===== config.mk =====
export PLATFORM = sky130hd
export DESIGN_NAME = rf_wport_arbiter
export DESIGN_NICKNAME = d
export VERILOG_FILES = /design/src/rtl/rf_wport_arbiter.sv
export SDC_FILE = /design/constraint.sdc
export NUM_CORES = 1
export LEC_CHECK = 0
export ABC_AREA = 1
export CORE_UTILIZATION = 40
export DETAILED_ROUTE_END_ITERATION = 8
export GPL_ROUTABILITY_DRIVEN = 0
export GPL_TIMING_DRIVEN = 0
export PLACE_DENSITY_LB_ADDON = 0.3
export RECOVER_POWER = 100
export SLEW_MARGIN = 40
export SYNTH_ARGS = -nofsm -noshare
export SYNTH_HDL_FRONTEND = slang
export SYNTH_SLANG_ARGS = --single-unit

===== constraint.sdc =====
create_clock -name clk -period 3.4 [get_ports clk]
set_clock_uncertainty 0.15 [all_clocks]
set_input_delay 0.68 -clock clk [delete_from_list [all_inputs] [get_ports clk]]
set_output_delay 0.68 -clock clk [all_outputs]
set_load 0.01 [all_outputs]

===== src/rtl/rf_wport_arbiter.sv =====
// rf_wport_arbiter: owns the single register-file write port.
// The in-order writeback stage always wins. Results from the long-latency unit
// are buffered in a small FIFO. A writeback to the same register kills any
// older buffered result, so write-after-write order is kept. A live FIFO head
// that waits too long raises a registered stall request.
// Optional statistics outputs are enabled with the macro RF_ARB_STATS_EN.
module rf_wport_arbiter #(
  parameter int AW         = 5,
  parameter int DW         = 32,
  parameter int FIFO_DEPTH = 4,
  parameter int STARVE_MAX = 8
) (
  input  logic          clk,
  input  logic          rst,
  input  logic          wb_we,
  input  logic [AW-1:0] wb_waddr,
  input  logic [DW-1:0] wb_wdata,
  input  logic          lu_valid,
  input  logic [AW-1:0] lu_waddr,
  input  logic [DW-1:0] lu_wdata,
  output logic          lu_ready,
  output logic          rf_we,
  output logic [AW-1:0] rf_waddr,
  output logic [DW-1:0] rf_wdata,
  output logic          stall_req
`ifdef RF_ARB_STATS_EN
  ,
  output logic [15:0]   stat_lu_wr,
  output logic [15:0]   stat_kill,
  output logic [15:0]   stat_stall
`endif
);

  localparam int PW  = $clog2(FIFO_DEPTH);
  localparam int CW  = PW + 1;
  localparam int AGW = $clog2(STARVE_MAX + 1);

  // Entry storage; the live bits sit in a flat vector so every entry can be
  // killed in parallel.
  logic [AW-1:0]         addr_mem [FIFO_DEPTH];
  logic [DW-1:0]         data_mem [FIFO_DEPTH];
  logic [FIFO_DEPTH-1:0] live_reg, live_next;
  logic [FIFO_DEPTH-1:0] kill_mask;

  // Pointers carry one extra bit so full and empty can be told apart.
  logic [CW-1:0]  wr_ptr_reg, rd_ptr_reg;
  logic [CW-1:0]  count;
  logic [PW-1:0]  wr_idx, rd_idx;
  logic           full, empty;

  logic [AGW-1:0] age_reg, age_next;
  logic           stall_next;

  logic wb_grant, push_ok, push_store;
  logic head_live, head_dead, head_killed;
  logic pop_live, pop;

  assign wr_idx = wr_ptr_reg[PW-1:0];
  assign rd_idx = rd_ptr_reg[PW-1:0];
  assign count  = wr_ptr_reg - rd_ptr_reg;
  assign empty  = (wr_ptr_reg == rd_ptr_reg);
  assign full   = (wr_ptr_reg[PW] != rd_ptr_reg[PW]) && (wr_idx == rd_idx);

  // Full is judged before any pop in the same cycle.
  assign lu_ready   = !full && rst;
  assign push_ok    = lu_valid && lu_ready;
  // A result for r0 completes the handshake but is dropped.
  assign push_store = push_ok && (lu_waddr != '0);

  assign wb_grant  = wb_we && (wb_waddr != '0);
  assign head_live = !empty && live_reg[rd_idx];
  assign head_dead = !empty && !live_reg[rd_idx];
  // A live head only goes out when writeback leaves the port free. A dead
  // head uses no write slot, so it is discarded straight away.
  assign pop_live  = head_live && !wb_grant;
  assign pop       = pop_live || head_dead;

  // Per-entry WAW kill: only occupied, still-live entries that match the
  // writeback target. The slot being pushed is unoccupied, so the younger LU
  // result survives.
  generate
    for (genvar gi = 0; gi < FIFO_DEPTH; gi++) begin : g_kill
      logic [PW-1:0] off;
      logic          occupied;
      assign off          = PW'(gi) - rd_idx;
      assign occupied     = ({1'b0, off} < count);
      assign kill_mask[gi] = wb_grant && occupied && live_reg[gi] &&
                             (addr_mem[gi] == wb_waddr);
    end
  endgenerate

  assign head_killed = kill_mask[rd_idx];

  // Next live vector: apply kills, then mark the newly pushed entry live.
  always_comb begin
    live_next = live_reg;
    for (int i = 0; i < FIFO_DEPTH; i++) begin
      if (kill_mask[i]) live_next[i] = 1'b0;
    end
    if (push_store) live_next[wr_idx] = 1'b1;
  end

  // Age of the head: counts cycles a live head waits, saturating. The stall
  // request also holds for one edge after the starved head leaves.
  always_comb begin
    age_next = age_reg;
    if (!head_live || pop || head_killed) begin
      age_next = '0;
    end else if (age_reg != AGW'(STARVE_MAX)) begin
      age_next = age_reg + 1'b1;
    end
    stall_next = (age_next == AGW'(STARVE_MAX)) || (age_reg == AGW'(STARVE_MAX));
  end

  // FIFO payload write; contents need no reset because occupancy is tracked
  // by the pointers.
  always_ff @(posedge clk) begin
    if (push_store) begin
      addr_mem[wr_idx] <= lu_waddr;
      data_mem[wr_idx] <= lu_wdata;
    end
  end

  // Pointers, live bits, age counter and stall request.
  always_ff @(posedge clk) begin
    if (!rst) begin
      wr_ptr_reg <= '0;
      rd_ptr_reg <= '0;
      live_reg   <= '0;
      age_reg    <= '0;
      stall_req  <= 1'b0;
    end else begin
      if (push_store) wr_ptr_reg <= wr_ptr_reg + 1'b1;
      if (pop)        rd_ptr_reg <= rd_ptr_reg + 1'b1;
      live_reg  <= live_next;
      age_reg   <= age_next;
      stall_req <= stall_next;
    end
  end

  // Registered write port: writeback first, then a live FIFO head; address
  // and data hold when nothing is written.
  always_ff @(posedge clk) begin
    if (!rst) begin
      rf_we    <= 1'b0;
      rf_waddr <= '0;
      rf_wdata <= '0;
    end else if (wb_grant) begin
      rf_we    <= 1'b1;
      rf_waddr <= wb_waddr;
      rf_wdata <= wb_wdata;
    end else if (pop_live) begin
      rf_we    <= 1'b1;
      rf_waddr <= addr_mem[rd_idx];
      rf_wdata <= data_mem[rd_idx];
    end else begin
      rf_we    <= 1'b0;
    end
  end

`ifdef RF_ARB_STATS_EN
  logic [CW-1:0] kill_cnt;
  logic [16:0]   kill_sum;

  // Number of entries killed this cycle; several may match one writeback.
  always_comb begin
    kill_cnt = '0;
    for (int i = 0; i < FIFO_DEPTH; i++) begin
      kill_cnt = kill_cnt + CW'(kill_mask[i]);
    end
  end

  assign kill_sum = {1'b0, stat_kill} + 17'(kill_cnt);

  // Saturating statistics counters.
  always_ff @(posedge clk) begin
    if (!rst) begin
      stat_lu_wr <= '0;
      stat_kill  <= '0;
      stat_stall <= '0;
    end else begin
      if (pop_live && (stat_lu_wr != 16'hFFFF)) stat_lu_wr <= stat_lu_wr + 1'b1;
      stat_kill <= kill_sum[16] ? 16'hFFFF : kill_sum[15:0];
      if (stall_req && (stat_stall != 16'hFFFF)) stat_stall <= stat_stall + 1'b1;
    end
  end
`endif

endmodule


# ---- Word-level counts from Yosys, hierarchy flattened
# Memory sizes are Yosys's and may differ from the RTL's. A register that Yosys moved wholly into a read port is not among the register bits.
# Cells that the tools add are included.
dict set report word_totals {
  ram_bits 148
  reg_bits 53
  elab_cells 94
  n_memories 2
  in_bits 78
  output_inout_bits 40
}
dict set report classes {
  add_sub_neg 8
  bitwise_logic 1
  muxes 25
  magnitude_cmp 7
  reduce_logical 33
  n_eq_ne 10
}
# memory depth width read_ports rd_ports_with_merged_regs write_ports line_no
set mem_list {}
lappend mem_list {data_mem 4 32 1 1 1 41} ;# logic [DW-1:0] data_mem [FIFO_DEPTH];
lappend mem_list {addr_mem 4 5 5 1 1 40} ;# logic [AW-1:0] addr_mem [FIFO_DEPTH];
# operator count
set op_table {}
lappend op_table {{$mux W32} 2}
lappend op_table {{$logic_and A1 B1 Y1} 21}
lappend op_table {{$eq A5 B5 Y1} 4}
lappend op_table {{$lt A2 B3 Y1} 4}
lappend op_table {{$mux W4} 3}
lappend op_table {{$mux W1} 11}
lappend op_table {{$mux W5} 2}
lappend op_table {{$reduce_bool A5 Y1} 2}
lappend op_table {{$eq A4 B4 Y1 const B} 2}
lappend op_table {{$mux W2} 4}
lappend op_table {{$add A3 B1 Y3 const B} 2}
lappend op_table {{$lt A2 B3 Y1 const B} 2}
lappend op_table {{$logic_not A1 Y1} 5}
lappend op_table {{$add A4 B1 Y4 const B} 1}
lappend op_table {{$bmux W1 S2} 2}
lappend op_table {{$logic_or A1 B1 Y1} 4}
lappend op_table {{$ne A4 B4 Y1 const B} 1}
lappend op_table {{$or A4 B4 Y4} 1}
lappend op_table {{$sub A1 B2 Y2 const A} 2}
lappend op_table {{$sub A2 B2 Y2 const A} 2}
lappend op_table {{$eq A3 B3 Y1} 1}
lappend op_table {{$sub A3 B3 Y3} 1}
lappend op_table {{$demux W1 S2} 1}
lappend op_table {{$eq A2 B2 Y1} 1}
lappend op_table {{3 further kinds} 3}

# ---- Longest topological paths before layout
# Gate-level depths: netlist (run 1).
dict set report depth {
  ltp_word 11
  mapped_depth 14
  ltp_nobuf 14
}

# ---- Worst setup path before layout (run 1)
# No wires, ideal clock.
dict set report synth_timing {
  path_kind {register -> register}
  start {reg wr_ptr_reg[0]}
  end {mem addr_mem[3][0], enable pin}
  stages_incl_launch_ff 8
  path_slack_ns 0.641
  setup_time_ns 0.392
  path_buffers 0
  arrival_ns 2.218
  cell_sequence {dfxtp_1 -> inv_1 -> ha_1 -> a31oi_1 -> nand3_1 -> inv_2 -> nand2_1 -> inv_1}
}
dict set report synth_between {
  elab_chain_cells 8
}
# item line_no
set synth_rtl {}
lappend synth_rtl {{start, declared} 46} ;# logic [CW-1:0] wr_ptr_reg, rd_ptr_reg;
lappend synth_rtl {{start signal, assigned} 133} ;# if (push_store) wr_ptr_reg <= wr_ptr_reg + 1'b1;
lappend synth_rtl {{$eq A2 B2 Y1} 62} ;# assign full = (wr_ptr_reg[PW] != rd_ptr_reg[PW]) && (wr_idx == rd_idx);
lappend synth_rtl {{$logic_and A1 B1 Y1} 62}
lappend synth_rtl {{$logic_not A1 Y1} 65} ;# assign lu_ready = !full && rst;
lappend synth_rtl {{$logic_and A1 B1 Y1} 65}
lappend synth_rtl {{via lu_ready} 21} ;# output logic lu_ready,
lappend synth_rtl {{$logic_and A1 B1 Y1} 66} ;# assign push_ok = lu_valid && lu_ready;
lappend synth_rtl {{$logic_and A1 B1 Y1} 68} ;# assign push_store = push_ok && (lu_waddr != '0);
lappend synth_rtl {{$mux W1} 118} ;# if (push_store) begin
lappend synth_rtl {{$mux W1 (not written as such)} 119} ;# addr_mem[wr_idx] <= lu_waddr;
lappend synth_rtl {{end, declared} 40}
# The timed path passes the listed nets, and every way through them passes these cells.

# ---- Worst setup path in the final report (run 1)
dict set report layout_timing {
  start {in rst}
  end {out lu_ready}
}
dict set report layout_between {
  elab_chain_cells 1
}
# item line_no
set layout_rtl {}
lappend layout_rtl {{start, declared} 14} ;# input logic rst,
lappend layout_rtl {{$logic_and A1 B1 Y1} 65}
lappend layout_rtl {{end, declared} 21}
# No other way between the ends.

==> results_dict.tcl, run 1 <==
set metrics [dict create \
    setup-violations-final 0 \
    largest_registers "data_mem: 128 flops, rf_wdata: 32 flops, addr_mem: 20 flops" \
    register_area_um2 5550 \
    tritoncts "built" \
    worstPathCellList "clkdlybuf4s50_1 -> inv_1 -> a31oi_1 -> clkdlybuf4s50_1" \
    cp_data_arrival_time_ns 2.40 \
    synth_area_leaders "edfxtp_1 52%, dfxtp_1 13%, nand2_1 5.6%, o21ai_0 5.4%, nor2_1 3.9%" \
    die-area_um2 21900 \
    synth-warning-count 0 \
    postSynthNetCount 886 \
    grt.met2_usage_pct 33.2 \
    final_antenna_net_count 0 \
    critical_path.most_common_cell "clkdlybuf4s50_1" \
    grt_setup_unrepaired "no" \
    final.setup.tns_ns 0 \
    syn-mean-instance-area_um2 10.8 \
    route.final.wire_length_um 22100 \
    areaGrowthSynthToFinish_pct 26.0 \
    wire_length_of_the_first_global_routing_pass_um 34200 \
    grt_usage_pct 20.4 \
    crit_path_end_kind "output pin" \
    worst_setup_hold_path_clk_slew_ns 0.06 \
    multiInputGateArea_um2 2510 \
    globalRouteMet3Util_pct 2.99 \
    filler_cell_count 1875 \
    static_leak_nw 3.96 \
    layout.nets 1029 \
    rows 52 \
    dp_hpwl_um 14300 \
    criticalPathCategory "in -> out" \
    ys_seq_elements 203 \
    finalCriticalPeriod_ns 3.23 \
    most_flops_register "data_mem" \
    largest_reg_flops 128 \
    asyncSetResetFlopFracSynth_pct 0 \
    numPortBuffers 114 \
    floorplan.initialDensity_pct 41.4 \
    die_h_um 148 \
    dpl-instance-area_um2 10100 \
    placeableCoreArea_um2 20600 \
    cts_max_level 1 \
    timing_hold_violations_final 0 \
    global_routing_s_busiest_layer "met2" \
    cts_buffers 23 \
    die-width_um 148 \
    maxCapViolations 0 \
    relative_slew_margins_pct 56.0 \
    critical_path.top_delay_family "buffers and inverters" \
    hold_slack_ns 0.314 \
    worst_skew_pair.late_latency_ns 0.52 \
    num_vias 6404 \
    post_synth_instance_area_um2 8510 \
    synth_most_common_cell "edfxtp_1" \
    power_density_over_the_cells_nw_per_um2 677 \
    max_clock_freq_mhz 310 \
    dr.pass1.iters 5 \
    timing.hold.worst.class "in -> reg" \
    vdd_ir_drop_max_mv 0.425 \
    delay_of_the_slowest_cell_on_the_worst_path_ns 0.64 \
    cp-start-kind "input pin" \
    drc 0 \
    synth_top_cell_area_share_pct 52.2 \
    drt_iter0_drc 707 \
    cell_accounting_for_the_most_synthesized_area "edfxtp_1" \
    synth_seq_area_share_pct 65.2 \
    timing.critical_path.slowest_stage_cell "clkdlybuf4s50_1" \
    layout-drive-gt1-share_pct 7.15 \
    finalInstanceArea_um2 10700 \
    ys_dominant_reg_cell "edfxtp_1" \
    ctsResizeCount 0 \
    cts_hold_buffers 0 \
    worst_ep_required_time_ns 2.57 \
    clock_tree.root_cell "clkbuf_16" \
    first_global_vias 6168 \
    result_of_the_run "finished clean" \
    post_drt_wl_per_cell_um 18.0 \
    grt_max_degree 38 \
    postCtsSetupRepairBufs 0 \
    worstPathBufferInverterCount 3 \
    total_count_of_max_transition_violations_in_the_final_report 0 \
    yosys.cell_types.count 38 \
    post_synthesis_cells 791 \
    grt_antenna_before_repair 2 \
    synth_edf_count 148 \
    grt_remaining_overflow 0 \
    clock_path_buffers 3 \
    timing.critical_path.fanout_max 5 \
    netlist_top_cells_count "148 x edfxtp_1, 126 x nand2_1, 91 x o21ai_0" \
    layout_worst_path_cycle_share_pct 94.9 \
    max_slew.worst_pin.slew_ns 0.661 \
    avgViaCountPerCell 5.24 \
    io-pin-count 118 \
    cts.sink_count 203 \
    grt_util_met1_pct 28.2 \
]
[cells in the final DEF, fill, tap and decap left out, types with 32 or more instances in the layout]
master,synthesis,routed
o22ai_1,32,32
edfxtp_1,148,148
o21ai_0,91,94
nor2_1,89,89
a31oi_1,34,34
dfxtp_1,55,55
clkbuf_1,27,35
nand2_1,126,128
dlygate4sd3_1,0,77
clkdlybuf4s50_1,0,37
inv_1,42,39
[worst register-to-register path, cell delays in order (launching register included)]
cell and delay (ns):
dfxtp_1 0.43, inv_2 0.13, ha_1 0.31, a31oi_1 0.24
nand3_1 0.19, inv_1 0.16, nand2_1 0.13, clkinvlp_2 0.19
clkbuf_4 0.59
[metal layers]
metal	part of all wire (%)	vias up
met5	0	-
met4	2.4	0
met3	6.1	39
met2	48	238
met1	44	3031
li1	-	3096
[cells by family (layout without fill, tap and decap cells)]
group	after synthesis	count (layout)	share of synthesized area, %
buffers and inverters	96	256	4.76
other	0	2	0
AND/OR/NAND/NOR	254	254	12.8
AO/OA/AOI/OAI	213	213	13.9
adder cells (fa/ha/maj)	17	17	2.59
XOR/XNOR	8	8	0.823
flip-flops	203	203	65.2
[where the power goes]
| group | switching (mW) | leakage [nW] | internal [mW] |
|---|---|---|---|
| sequential | 0.0932 | 1.80 | 2.84 |
| combinational | 1.23 | 1.79 | 0.697 |
| clock | 0.988 | 0.370 | 1.41 |
| total | 2.31 | 3.96 | 4.95 |
[cell type report]
type | count | share of cell area (%)
Buffer | 46 | 1.89
Tap cell | 270 | 3.15
Antenna cell | 2 | 0.0467
Clock inverter | 9 | 0.642
Inverter | 50 | 1.80
Multi-Input combinational cell | 492 | 23.4
Sequential cell | 203 | 51.7
Clock buffer | 33 | 6.37
Timing Repair Buffer | 118 | 11.0
[through the flow]
step / power [mW] / utilization [%] / setup WS, ns / instances
6_report: 7.26 / 52.2 / 0.172 / 1223
5_1_grt: 7.63 / 52.2 / 0.0825 / 1222
4_1_cts: 7.37 / 52.7 / 0.107 / 1221
3_5_place_dp: 4.98 / 49.1 / 0.107 / 1179
3_3_place_gp: 4.95 / 48.6 / -0.888 / 1175
2_1_floorplan: 4.16 / - / 0.641 / 791
[path summary, 6_finish.rpt]
path / start / to / slack, ns / depth (start not counted)
worst max-delay path: rst / lu_ready / 0.17 / 4
worst min-delay path: wb_waddr[0] / rf_waddr[0]$_SDFFE_PN0P_ / 0.31 / 3
worst min register to register: rf_waddr[1]$_SDFFE_PN0P_ / rf_waddr[1]$_SDFFE_PN0P_ / 0.33 / 2
worst max register to register: rd_ptr_reg[1]$_SDFFE_PN0N_ / data_mem[3][3]$_DFFE_PP_ / 0.48 / 8
Power figures use the tool's default switching activity.
==> inputs of run 2 (changes only) <==
--- a/config.mk
+++ b/config.mk
@@ -6,7 +6,7 @@
 export NUM_CORES = 1
 export LEC_CHECK = 0
 export ABC_AREA = 1
-export CORE_UTILIZATION = 40
+export CORE_UTILIZATION = 55
 export DETAILED_ROUTE_END_ITERATION = 8
 export GPL_ROUTABILITY_DRIVEN = 0
 export GPL_TIMING_DRIVEN = 0
==> run 2 against run 1 <==
Against the previous run:
- global-route usage grew 6.2 points
- fmax fell by 0.71%
- first-iteration DRC count decreased by 17%
- critical endpoint unchanged
- non-clock buffer count decreased by 2
==> results_dict.tcl, run 2 (same netlist as run 1, synthesis figures left out) <==
set metrics [dict create \
    cts_buffers 21 \
    vdd_ir_drop_max_mv 0.530 \
    layout.cells.most_common_list "148 x edfxtp_1, 128 x nand2_1, 95 x o21ai_0" \
    criticalPathCategory "in -> out" \
    largest_reg_flops 128 \
    post_drt_wl_per_cell_um 18.4 \
    register_area_um2 5550 \
    clock_path_buffers 3 \
    filler_cell_count 1095 \
    layout-drive-gt1-share_pct 6.46 \
    r2r_start "rd_ptr_reg[1]$_SDFFE_PN0N_" \
    placeableCoreArea_um2 15100 \
    largest_registers "data_mem: 128 flops, rf_wdata: 32 flops, addr_mem: 20 flops" \
    max_slew.worst_pin.slew_ns 0.947 \
    drt_iter0_drc 585 \
    timing.final.ws_setup_ns 0.149 \
    numPortBuffers 114 \
    drc 0 \
    cts_hold_buffers 0 \
    total_count_of_max_transition_violations_in_the_final_report 0 \
    grt_usage_pct 26.6 \
    io-pin-count 118 \
    worst_setup_hold_path_clk_slew_ns 0.06 \
    power_density_over_the_cells_nw_per_um2 685 \
    layout.nets 1025 \
    final_common_cell "edfxtp_1" \
    layout_worst_path_cycle_share_pct 95.6 \
    cp_data_arrival_time_ns 2.42 \
    detailedPlace.worstSlack_ns 0.196 \
    finalInstanceArea_um2 10600 \
    grt_remaining_overflow 0 \
    avgViaCountPerCell 5.75 \
    dpl-instance-area_um2 9940 \
    result_of_the_run "finished clean" \
    fin_cells 1135 \
    worst_ep_required_time_ns 2.57 \
    hold-path-endpoint "rf_waddr[1]$_SDFFE_PN0P_" \
    finalPower_mw 7.23 \
    setup-violations-final 0 \
    timing.critical_path.fanout_max 5 \
    timing.hold.worst.class "reg -> reg" \
    r2r_end "data_mem[3][10]$_DFFE_PP_" \
    cts_max_level 1 \
    reg2regPathDepth 8 \
    dp_hpwl_um 13500 \
    dr.pass1.iters 8 \
    die_h_um 126 \
    place_inst 1095 \
    tritoncts "built" \
    num_vias 6524 \
    finalCriticalPeriod_ns 3.25 \
    whs_path_depth 2 \
    clock_tree.root_cell "clkbuf_16" \
    rows 45 \
    first_global_vias 6207 \
    ctsResizeCount 0 \
    cp-start-kind "input pin" \
    multiInputGateArea_um2 2510 \
    max_clock_freq_mhz 308 \
    route.final.wire_length_um 20900 \
    most_flops_register "data_mem" \
    worst_skew_pair.late_latency_ns 0.50 \
    floorplan.initialDensity_pct 56.2 \
    areaGrowthSynthToFinish_pct 24.1 \
    cts.sink_count 203 \
    grt_antenna_before_repair 2 \
    relative_slew_margins_pct 36.8 \
    die-area_um2 16000 \
    crit_path_end_kind "output pin" \
    grt_max_degree 38 \
    timing_hold_violations_final 0 \
    maxCapViolations 0 \
    wire_length_of_the_first_global_routing_pass_um 32600 \
    die-width_um 126 \
    rrSetupSlack_ns 0.31 \
    grt_setup_unrepaired "no" \
    postCtsSetupRepairBufs 0 \
    final_antenna_net_count 0 \
    static_leak_nw 3.95 \
    timing.hold.worst.start "rf_waddr[1]$_SDFFE_PN0P_" \
]
[run 2: changes by cell type in the layout (fill, tap and decap cells not counted), sizes merged, moves of 2 or more]
| cell | delta |
|---|---|
| inv | +2 |
| buf | -2 |
| clkbuf | -6 |
| bufinv | +3 |
| clkinvlp | -3 |
[run 2: critical path: stages]
cell             delay, ns
clkdlybuf4s50_1       0.62
inv_1                 0.23
a31oi_1               0.25
dlygate4sd3_1         0.64
[run 2: through the flow]
stage | util (%) | hold WS, ns | TNS (ns)
final | 69.7 | 0.328 | 0
after global routing | 69.7 | 0.353 | 0
after global placement | 65.3 | 0.309 | -95.29
after detailed placement | 65.6 | 0.310 | 0
after floorplan | - | 0.295 | 0
after CTS | 70.4 | 0.335 | 0
[run 2: worst max-delay path by stage]
stage / cells past startpoint / start / end
2_1_floorplan: 7 / wr_ptr_reg[0]$_SDFFE_PN0P_ / addr_mem[3][0]$_DFFE_PP_
3_3_place_gp: 7 / rst / data_mem[3][21]$_DFFE_PP_
5_1_grt: 8 / rst / data_mem[3][23]$_DFFE_PP_
4_1_cts: 4 / rst / lu_ready
3_5_place_dp: 7 / rst / data_mem[2][4]$_DFFE_PP_
6_report: 4 / rst / lu_ready
[run 2: layer usage]
layer | share of wire [%] | routed length [um] | vias to the layer above | global-route usage [%]
li1 | - | - | 3069 | -
met1 | 41 | 8640 | 3117 | 36.2
met4 | 1.8 | 375 | 0 | 7.16
met3 | 8.2 | 1710 | 25 | 3.75
met5 | 0 | 0 | - | 0
met2 | 49 | 10200 | 313 | 44.9
[run 2: area by class of cell]
type	count	share of cell area [%]
multi-input cells	492	23.7
clock buffers	27	5.57
clock inverters	11	1.24
plain buffers	46	1.90
diodes	2	0.0474
inverters	50	1.80
flip-flops and latches	203	52.5
well taps	188	2.23
repair buffers	116	10.9
[run 2: power by group]
group | internal, mW | switching, mW
Sequential | 2.84 | 0.0940
Combinational | 0.693 | 1.23
Clock | 1.45 | 0.921
Total | 4.98 | 2.25
